### config.mk
export PLATFORM = sky130hd
export DESIGN_NAME = seq_mult_16b
export DESIGN_NICKNAME = d
export VERILOG_FILES = /design/src/rtl/seq_mult_16b.sv
export SDC_FILE = /design/constraint.sdc
export NUM_CORES = 1
export LEC_CHECK = 0
export CAP_MARGIN = 40
export CELL_PAD_IN_SITES_DETAIL_PLACEMENT = 1
export CELL_PAD_IN_SITES_GLOBAL_PLACEMENT = 2
export CORE_MARGIN = 3
export CORE_UTILIZATION = 27
export DETAILED_ROUTE_END_ITERATION = 12
export PLACE_DENSITY = 0.73
export RECOVER_POWER = 100
export SLEW_MARGIN = 20
export SYNTH_ARGS = -nofsm -noshare
export SYNTH_HDL_FRONTEND = slang
export SYNTH_SLANG_ARGS = --single-unit
### constraint.sdc
create_clock -name clk -period 2.5 [get_ports clk]
set_input_delay 0.5 -clock clk [delete_from_list [all_inputs] [get_ports clk]]
set_output_delay 0.5 -clock clk [all_outputs]
set_load 0.02 [all_outputs]
### src/rtl/seq_mult_16b.sv
// seq_mult_16b: 16x16 unsigned shift-add multiplier with a registered 32-bit product.
// One cla_16b instance adds the multiplicand into the upper partial-product half.
// One iteration per clock; the result appears 17 cycles after start is accepted.

// cla_16b: 16-bit carry-lookahead adder (four 4-bit groups with group lookahead)
module cla_16b (
    input  logic [15:0] a,
    input  logic [15:0] b,
    input  logic        c_in,
    output logic [15:0] sum,
    output logic        c_out
);

    logic [15:0] g;
    logic [15:0] p;
    logic [16:0] c;
    logic [3:0]  gg;
    logic [3:0]  gp;
    logic [4:0]  cg;

    // Generate/propagate, group carries, then expanded in-group carries
    always_comb begin
        g     = a & b;
        p     = a ^ b;
        c     = '0;
        gg    = '0;
        gp    = '0;
        cg    = '0;
        cg[0] = c_in;
        for (int unsigned k = 0; k < 4; k++) begin
            gg[k] = g[4*k+3]
                  | (p[4*k+3] & g[4*k+2])
                  | (p[4*k+3] & p[4*k+2] & g[4*k+1])
                  | (p[4*k+3] & p[4*k+2] & p[4*k+1] & g[4*k]);
            gp[k] = &p[4*k +: 4];
            cg[k+1] = gg[k] | (gp[k] & cg[k]);
        end
        for (int unsigned k = 0; k < 4; k++) begin
            c[4*k]   = cg[k];
            c[4*k+1] = g[4*k] | (p[4*k] & cg[k]);
            c[4*k+2] = g[4*k+1] | (p[4*k+1] & g[4*k]) | (p[4*k+1] & p[4*k] & cg[k]);
            c[4*k+3] = g[4*k+2] | (p[4*k+2] & g[4*k+1]) | (p[4*k+2] & p[4*k+1] & g[4*k])
                     | (p[4*k+2] & p[4*k+1] & p[4*k] & cg[k]);
        end
        c[16] = cg[4];
        sum   = p ^ c[15:0];
        c_out = c[16];
    end

endmodule

// Sequential multiplier; WIDTH must stay 16 because the adder instance is fixed at 16 bits
module seq_mult_16b #(
    parameter int WIDTH = 16,
    parameter int CNT_W = 5
) (
    input  logic                 clk,
    input  logic                 reset,
    input  logic                 start,
    input  logic [WIDTH-1:0]     mcand,
    input  logic [WIDTH-1:0]     mplier,
    output logic                 busy,
    output logic                 done,
    output logic [2*WIDTH-1:0]   product
);

    typedef enum logic [1:0] {
        IDLE = 2'd0,
        CALC = 2'd1,
        DONE = 2'd2
    } state_t;

    localparam logic [CNT_W-1:0] LAST_ITER = CNT_W'(WIDTH - 1);

    state_t             state_q, state_d;
    logic [CNT_W-1:0]   count_q, count_d;
    logic [WIDTH-1:0]   p_hi_q, p_hi_d;
    logic [WIDTH-1:0]   p_lo_q, p_lo_d;
    logic [WIDTH-1:0]   m_q, m_d;

    logic [WIDTH-1:0]   add_sum;
    logic               add_co;

    cla_16b u_add (
        .a     (p_hi_q),
        .b     (m_q),
        .c_in  (1'b0),
        .sum   (add_sum),
        .c_out (add_co)
    );

    // Next-state: capture operands on accepted start, one shift-add step per CALC cycle
    always_comb begin
        state_d = state_q;
        count_d = count_q;
        p_hi_d  = p_hi_q;
        p_lo_d  = p_lo_q;
        m_d     = m_q;
        case (state_q)
            IDLE, DONE: begin
                if (start) begin
                    m_d     = mcand;
                    p_hi_d  = '0;
                    p_lo_d  = mplier;
                    count_d = '0;
                    state_d = CALC;
                end else begin
                    state_d = IDLE;
                end
            end
            CALC: begin
                // Adder carry-out becomes the new MSB, so the shift never loses a bit
                if (p_lo_q[0]) begin
                    {p_hi_d, p_lo_d} = {add_co, add_sum, p_lo_q[WIDTH-1:1]};
                end else begin
                    {p_hi_d, p_lo_d} = {1'b0, p_hi_q, p_lo_q[WIDTH-1:1]};
                end
                count_d = count_q + 1'b1;
                if (count_q == LAST_ITER) begin
                    state_d = DONE;
                end
            end
            default: state_d = IDLE;
        endcase
    end

    // State and datapath registers; reset aborts any operation in flight
    always_ff @(posedge clk or posedge reset) begin
        if (reset) begin
            state_q <= IDLE;
            count_q <= '0;
            p_hi_q  <= '0;
            p_lo_q  <= '0;
            m_q     <= '0;
        end else begin
            state_q <= state_d;
            count_q <= count_d;
            p_hi_q  <= p_hi_d;
            p_lo_q  <= p_lo_d;
            m_q     <= m_d;
        end
    end

    assign busy    = (state_q == CALC);
    assign done    = (state_q == DONE);
    assign product = {p_hi_q, p_lo_q};

endmodule

## After elaboration in Yosys (flattened, before gate mapping)

Cells that the tools add are included.

- Word-level logic and storage cells: 123
- Register bits after elaboration: 55

- Multiplexer cells: 11
- Reductions and logical operators: 8
- Add/subtract/negate cells: 1
- Equality and inequality tests: 5
- Bitwise gates (word level): 93

Operator list:

| cell | number |
|---|---|
| 16-bit two-way mux | 4 |
| 16-bit case mux with 2 select lines | 2 |
| 1-bit bitwise AND | 54 |
| 1-bit bitwise OR | 36 |
| 16-bit bitwise XOR | 2 |
| 16-bit bitwise AND | 1 |
| 4-bit AND reduction | 3 |
| 5-bit case mux with 2 select lines | 1 |
| 5-bit by 1-bit adder with 5-bit output, second input constant | 1 |
| 5-bit by 4-bit equality test with 1-bit output, second input constant | 1 |
| 5-bit two-way mux | 1 |
| 2-bit case mux with 2 select lines | 1 |
| 2-bit AND reduction | 2 |
| 2-bit by 1-bit equality test with 1-bit output, second input constant | 1 |
| 2-bit equality test, second input constant | 1 |
| 2-bit logical NOT | 1 |
| 2-bit two-way mux | 1 |
| 2-bit by 1-bit inequality test with 1-bit output, second input constant | 1 |
| 2-bit inequality test, second input constant | 1 |
| 2-bit nonzero test | 1 |
| 2-bit OR reduction | 1 |
| 1-bit two-way mux | 1 |

## Depth between registers and ports, before layout

Gate-level depths: netlist of the first run.

- Word-level depth: 14
- Depth in mapped cells: 10
- Depth with buffers taken out: 10

## Hierarchy

From an unflattened synthesis of the first run, not the netlist that was laid out.

- Cell total of the unflattened synthesis: 311
- Area, all modules: 3133.0 um^2

By module, submodules not included:

| module | cells each | area an instance (um^2) | sequential area each (um^2) | times used |
|---|---|---|---|---|
| seq_mult_16b | 225 | 2418.6 | 1376.3 | 1 |
| cla_16b | 86 | 714.4 | 0.0 | 1 |

## Worst setup path after synthesis of the first run

Ideal clock, no wire load.

- Path kind: reg2reg
- From: register p_hi_q[2]
- To: register p_hi_q[11]
- Setup slack: 0.052 ns
- Cell stages (with the launch flop): 10
- Clock period less this slack: 2.448 ns
- Buffers on the path: 0
- Data required time: 2.417 ns
- Arrival: 2.366 ns
- Cells stage by stage: dfrtp_1 -> ha_1 -> a41o_1 -> a21oi_2 -> o21bai_1 -> a221oi_1 -> fa_1 -> nand2_1 -> o21ai_0 -> o21ai_0

- Longest elaborated chain between the ends: 12

Ends and longest elaborated chain:

| item | RTL line | RTL |
|---|---|---|
| from (decl) | 77 | `logic [WIDTH-1:0] p_hi_q, p_hi_d;` |
| from (signal assigned) | 138 | `p_hi_q <= p_hi_d;` |
| 16-bit bitwise AND or 16-bit bitwise XOR (tied branches) | 23, 24 |  |
| 1-bit bitwise AND, on equally long branches | 32, 33, 34 |  |
| 1-bit bitwise OR, or another cell as far along | 32 | `\| (p[4*k+3] & g[4*k+2])` |
| 1-bit bitwise OR or 1-bit bitwise AND (tied branches) | 33, 34 |  |
| 1-bit bitwise OR (*) | 34 | `\| (p[4*k+3] & p[4*k+2] & p[4*k+1] & g[4*k]);` |
| 1-bit bitwise AND (*) | 36 | `cg[k+1] = gg[k] \| (gp[k] & cg[k]);` |
| 1-bit bitwise OR (*) | 36 |  |
| 1-bit bitwise AND (*) | 36 |  |
| 1-bit bitwise OR (*) | 36 |  |
| 16-bit bitwise XOR (*) | 46 | `sum = p ^ c[15:0];` |
| 16-bit two-way mux (*) | 113 | `if (p_lo_q[0]) begin` |
| 16-bit case mux with 2 select lines (*) | 99 | `case (state_q)` |

Every way passes the cells marked *; elsewhere a longest branch is shown, timed or not.
A chain may end at the register's enable or synchronous reset.

## Worst setup path after layout of the first run

- From: register p_hi_q[5]
- To: register p_hi_q[11]

- Longest elaborated chain between the ends: 10

Ends and longest elaborated chain:

| item | RTL line |
|---|---|
| 16-bit bitwise AND or 16-bit bitwise XOR (tied branches) | 23, 24 |
| 1-bit bitwise AND, on equally long branches | 33, 34 |
| 1-bit bitwise OR or 1-bit bitwise AND (tied branches) | 33, 34 |
| 1-bit bitwise OR | 34 |
| 1-bit bitwise OR (*) | 36 |
| 1-bit bitwise AND (*) | 36 |
| 1-bit bitwise OR (*) | 36 |
| 16-bit bitwise XOR (*) | 46 |
| 16-bit two-way mux (*) | 113 |
| 16-bit case mux with 2 select lines (*) | 99 |

Marked as above.

==> summary.md, run 1 <==
| Metric | Value |
|---|---|
| Hold Crit Start | `m_q[3]$_DFFE_PP0P_` |
| Hpwl dp | `between 6000 and 7000 um` |
| H-tree depth | `2` |
| CTS buffer count | `5` |
| Avg WL per Cell | `roughly 16 um` |
| Sequential-to-total area share from yosys stat | `~47%` |
| TNS Setup | `0 ns` |
| RSZ-0062 raised after global routing | `false` |
| Cell Area, Synth | `just under 3000 um2` |
| Longest Clk Path Bufs | `2` |
| P&R area growth vs syn | `35.00%` |
| Vias in the first global route | `around 2800` |
| Fmax | `between 0.4 and 0.5 GHz` |
| DR vias/cell | `approximately 4.7` |
| CP endpoint kind | `flip-flop` |
| Vias | `2520` |
| Initial Util | `28.15%` |
| Core region area | `about 10000 um2` |
| Initial antenna violation count | `0` |
| TritonRoute pass-1 iters | `4` |
| Layout net count | `451` |
| Maximum Capacitance Violations | `0` |
| Port bufs | `68` |
| Lkg Pwr | `1.831 nW` |
| Worst hold path type | `reg -> reg` |
| Yosys reg bits | `55` |
| Max Clock Skew | `about 0.015 ns` |
| # IOs | `69` |
| Top cells by area, synth | `dfrtp_1, nand2_1, ha_1` |
| Worst EP required | `between 2 and 3 ns` |
| Worst slew margin | `approximately 5.7%` |
| Detailed-route wire length | `8545 um` |
| Setup crit start kind | `flip-flop` |
| R2r startpoint | `p_hi_q[5]$_DFFE_PP0P_` |
| Antenna-violating nets left | `0` |
| Vert. Die Dim | `110.4 um` |
| GPL Wtd Cong | `0.7737` |
| Root Buffer | `clkbuf_8` |
| Part of the cycle the worst path needs | `just over 90%` |
| Peak supply drop | `between 500 and 600 uV` |
| Sink Count | `55` |
| Asr flop ratio synth | `100.0%` |
| Post-CTS Hold Buffers | `0` |
| Starting DRT DRC Count | `100` |
| Antenna Cells | `0` |
| Die Span X | `between 100 and 150 um` |
| CP max FO | `4` |
| Total grt overflow | `0` |
| Worst-Skew Late Latency | `0.32 ns` |
| Syn Nets | `around 380` |
| Kind of critical path | `reg -> reg` |
| Layout cell share with drive strength beyond 1 | `7.595%` |
| Num rows | `37` |
| Final Core Density | `38.01%` |
| Die footprint | `12200 um2` |
| PwrDens | `1462 nW/um2` |
| Post-layout min period | `between 2 and 2.5 ns` |
| Top_reg_cell synth | `dfrtp_1` |
| Clock transition at path regs | `0.11 ns` |
| Final hold violation count | `0` |
| Top cell type's share of synthesized area | `46.73%` |
| Yosys warnings | `0` |
| Worst Max-Slew Pin Slew | `1.415 ns` |
| Total Routing Usage GR | `~14%` |
| Crit path from | `p_hi_q[5]$_DFFE_PP0P_` |
| Syn Area/Cell | `9.204 um2` |
| Global-route wire length before repair | `between 10000 and 15000 um` |
| CTS tree | `done` |
| Final setup fails | `0` |
| # DRC | `0` |
| Pin count of the biggest net entering global routing | `between 50 and 60` |
| Critical path arrival | `2.57 ns` |
| Post-synth EDFFs | `0` |
| Cell variety after synth | `38` |
| Slew Viols, Final | `0` |
| Post-Syn Instances | `320` |
| Outcome | `complete, no violations` |
| Leading area contributor after synthesis | `dfrtp_1` |
path summary, 6_finish.rpt:
path / end / cells past startpoint / slack (ns)
min in group asynchronous: p_lo_q[12]$_DFFE_PP0P_ / 3 / 1.08
min: m_q[3]$_DFFE_PP0P_ / 2 / 0.50
max: p_hi_q[11]$_DFFE_PP0P_ / 9 / 0.17
max in group asynchronous: p_hi_q[3]$_DFFE_PP0P_ / 3 / 0.54
min reg2reg: m_q[3]$_DFFE_PP0P_ / 2 / 0.50
max reg2reg: p_hi_q[11]$_DFFE_PP0P_ / 9 / 0.17
metal layers:
metal	track usage, %	part of all wire [%]	vias to the layer above
met3	1.918	2.2	5
met5	0	0	-
met2	24.76	50	35
met1	19.25	47	1244
li1	-	-	1236
met4	2.709	0.80	0
final cells by class:
cell class | count | area [um2]
Clock inverter | 3 | 43.79
Timing Repair Buffer | 83 | 790.8
Sequential cell | 55 | 1376
Fill cell | 1228 | 6486
Multi-Input combinational cell | 234 | 1470
Tap cell | 136 | 170.2
Clock buffer | 5 | 68.82
Inverter | 15 | 56.30
cells in the mapped netlist (2+ instances only):
master / instances
a21oi_2: 2
nor3_1: 2
xnor2_1: 2
nand4_1: 2
o21ai_0: 22
a21oi_1: 14
a22o_1: 3
and3_1: 3
nand2b_1: 2
nand3_1: 2
nor2b_1: 3
clkbuf_8: 3
inv_1: 14
o21bai_1: 2
fa_1: 4
nor2_1: 14
buf_2: 3
a31oi_1: 4
a21o_1: 2
clkbuf_1: 10
xor2_1: 8
dfrtp_1: 55
a22oi_1: 14
o21ai_1: 6
nand2_1: 90
ha_1: 18
mux2i_1: 5
critical path, stage by stage, from the launching register on:
cell      delay, ns
dfrtp_1        0.40
ha_1           0.36
a21oi_2        0.17
o21ai_2        0.09
o21bai_2       0.23
a221oi_2       0.28
fa_1           0.45
nand2_1        0.07
o21ai_0        0.07
o21ai_0        0.15
registers in the layout, indices dropped and copies added (netlist names):
| signal | cells |
|---|---|
| state_q | 2 |
| p_hi_q | 16 |
| m_q | 16 |
| count_q | 5 |
| p_lo_q | 16 |
power by group:
| part | switching, W | total [W] | internal, W |
|---|---|---|---|
| Combinational | 0.00194 | 0.00348 | 0.00154 |
| Sequential | 0.000377 | 0.00171 | 0.00133 |
| Clock | 0.000318 | 0.000618 | 0.000299 |
repair_timing:
item | 4_1_cts | 5_1_grt
buffers inserted | 0 | 0
endpoints found under the setup margin | 0 | 4
resized for setup | 0 | 7
cells in the final DEF, fill, tap and decap left out, drive strengths merged, types with 2 or more instances in the layout:
cell / count
a21o: 2
a21oi: 16
a22o: 3
a22oi: 14
a31oi: 4
and3: 3
buf: 10
clkbuf: 10
clkdlybuf4s50: 32
clkinv: 4
dfrtp: 55
dlygate4sd3: 36
fa: 4
ha: 18
inv: 13
mux2i: 5
nand2: 90
nand2b: 2
nand3: 2
nand4: 2
nor2: 14
nor2b: 3
nor3: 2
o21ai: 28
o21bai: 2
xnor2: 2
xor2: 8
metrics by stage:
stage	instances	instance area [um2]	setup slack [ns]	total power, W	hold WS [ns]
floorplan	320	2945	0.05186	0.003930	0.4494
global placement	523	3845	0.1230	0.005189	0.4616
detailed placement	523	3845	0.07957	0.005257	0.4797
CTS	531	3958	0.04071	0.005916	0.5013
global route	531	3976	0.007572	0.006389	0.5353
finish	531	3976	0.1711	0.005813	0.4971
logic make-up (layout without fill, tap and decap cells):
kind of cell             count (synthesis)  in the layout  share of synthesized area [%]
adder cells (fa/ha/maj)                 22             22                          10.37
flip-flops                              55             55                          46.73
AND/OR/NAND/NOR                        120            120                          16.57
AO/OA/AOI/OAI                           77             77                          16.57
multiplexers                             5              5                          1.699
buffers and inverters                   31            106                          5.098
XOR/XNOR                                10             10                          2.974
Note: power is estimated with default switching activity, not from simulation.
==> inputs of run 2 (changes only) <==
Settings changed: CORE_MARGIN 3 to 5, SKIP_CTS_REPAIR_TIMING set to 1, SLEW_MARGIN 20 to 10.
==> summary.md, run 2 (synthesized netlist as in run 1, its figures left out) <==
| Metric | Value |
|---|---|
| CP endpoint kind | `flip-flop` |
| Pin count of the biggest net entering global routing | `30` |
| Initial Util | `between 20% and 30%` |
| Hold Crit Start | `m_q[5]$_DFFE_PP0P_` |
| Clock transition at path regs | `0.10 ns` |
| Vias | `~2500` |
| TNS Setup | `0 ns` |
| Worst hold path type | `reg -> reg` |
| Port bufs | `between 60 and 70` |
| Largest regs | `m_q x16, p_hi_q x16, p_lo_q x16` |
| R2r startpoint | `p_hi_q[7]$_DFFE_PP0P_` |
| CP max-delay cell | `fa_1` |
| Fmax | `0.4290 GHz` |
| Most frequent CP cell | `o21ai_0` |
| Maximum Capacitance Violations | `0` |
| Total Routing Usage GR | `approximately 14%` |
| Hold slack | `approximately 0.49 ns` |
| Avg WL per Cell | `between 15 and 20 um` |
| Global-route wire length before repair | `approximately 15000 um` |
| Layout cell share with drive strength beyond 1 | `6.801%` |
| Sink Count | `55` |
| Peak supply drop | `roughly 450 uV` |
| Worst Max-Slew Pin Slew | `between 0.9 and 1 ns` |
| Detailed-route wire length | `roughly 9000 um` |
| Lkg Pwr | `about 1.8 nW` |
| Layout net count | `approximately 450` |
| # DRC | `0` |
| Outcome | `complete, no violations` |
| Antenna Cells | `0` |
| Worst-Skew Late Latency | `about 0.32 ns` |
| Die Span X | `about 110 um` |
| Setup slack after layout | `roughly 0.17 ns` |
| Commonest non-fill, non-tap cells in the layout | `nand2_1, dfrtp_1, dlygate4sd3_1, clkdlybuf4s50_1, o21ai_0` |
| Post-layout min period | `roughly 2.3 ns` |
| Final setup fails | `0` |
| Final Core Density | `36.84%` |
| DR vias/cell | `4.721` |
| Antenna-violating nets left | `0` |
| PwrDens | `~1400 nW/um2` |
| Part of the cycle the worst path needs | `between 90 and 100%` |
| CP max FO | `4` |
| Starting DRT DRC Count | `53` |
| Num rows | `38` |
| GPL Wtd Cong | `between 0.7 and 0.8` |
| Root Buffer | `clkbuf_8` |
| CTS tree | `done` |
| Hpwl dp | `around 6600 um` |
| Kind of critical path | `reg -> reg` |
| Critical-path cell list | `ha_1 > a21oi_1 > o21ai_1 > o21bai_2 > a221oi_2 > fa_1 > nand2_1 > o21ai_0 > o21ai_0` |
| CTS buffer count | `5` |
| Worst slew margin | `between 30% and 40%` |
| Total grt overflow | `0` |
| Longest Clk Path Bufs | `2` |
| Initial antenna violation count | `0` |
| P&R area growth vs syn | `34.41%` |
| Die footprint | `around 13000 um2` |
| Critical path arrival | `2.57 ns` |
| Max Clock Skew | `around 0.012 ns` |
| Crit path from | `p_hi_q[7]$_DFFE_PP0P_` |
| # IOs | `between 60 and 70` |
| Core region area | `between 10000 and 15000 um2` |
| Final hold violation count | `0` |
| Vias in the first global route | `2726` |
| Slew Viols, Final | `0` |
| TritonRoute pass-1 iters | `4` |
| Setup crit start kind | `flip-flop` |
| Worst EP required | `between 2 and 3 ns` |
| Commonest non-fill, non-tap cell in the layout | `nand2_1` |
| Worst slack, placed | `~0.085 ns` |
| H-tree depth | `2` |
| Vert. Die Dim | `roughly 110 um` |
| Critical Path Max Stage Delay | `0.45 ns` |
## run 2: changes by cell type in the layout (fill, tap and decap cells not counted), sizes merged
cell / delta
clkinvlp: +1
clkinv: -3
dlymetal6s2s: +1
bufinv: -1
inv: +2
clkbuf: +2
## run 2: per-layer routing
layer	wire [um]	global-route usage, %	vias up
li1	-	-	1244
met1	3891	18.47	1259
met2	4575	23.98	28
met3	263	2.590	4
met4	93	4.830	0
met5	0	0	-
## run 2: final timing paths
kind | to | slack [ns] | cells past startpoint
max in group asynchronous | m_q[5]$_DFFE_PP0P_ | 0.37 | 3
min | m_q[5]$_DFFE_PP0P_ | 0.49 | 2
min reg2reg | m_q[5]$_DFFE_PP0P_ | 0.49 | 2
max | p_hi_q[11]$_DFFE_PP0P_ | 0.17 | 9
min in group asynchronous | p_lo_q[13]$_DFFE_PP0P_ | 0.83 | 2
max reg2reg | p_hi_q[11]$_DFFE_PP0P_ | 0.17 | 9
## run 2: stage by stage
stage / instances / total power (W) / instance area [um2]
floorplan: 320 / 0.003930 / 2945
global placement: 529 / 0.005191 / 3865
detailed placement: 529 / 0.005284 / 3865
CTS: 537 / 0.005846 / 3954
global route: 537 / 0.006239 / 3959
finish: 537 / 0.005671 / 3959
## run 2: cell type report
type | count | area (um2)
Inverter | 15 | 56.30
Fill cell | 1287 | 6787
Timing Repair Buffer | 85 | 805.8
Clock buffer | 6 | 72.57
Sequential cell | 55 | 1376
Multi-Input combinational cell | 234 | 1456
Tap cell | 140 | 175.2
Clock inverter | 2 | 16.27
## run 2: worst max-delay path: cells and delay by family, from the launching register on
family,cells,cell delay (ns)
flops,1,0.42
simple gates,1,0.07
fa+ha+maj,2,0.81
compound gates,6,0.95
## run 2: where the power goes
group,total [W],internal [W],switching [W],leakage [nW]
combinational,0.00346,0.00150,0.00195,1.11
sequential,0.00169,0.00134,0.000360,0.676
clock,0.000517,0.000202,0.000314,0.0418
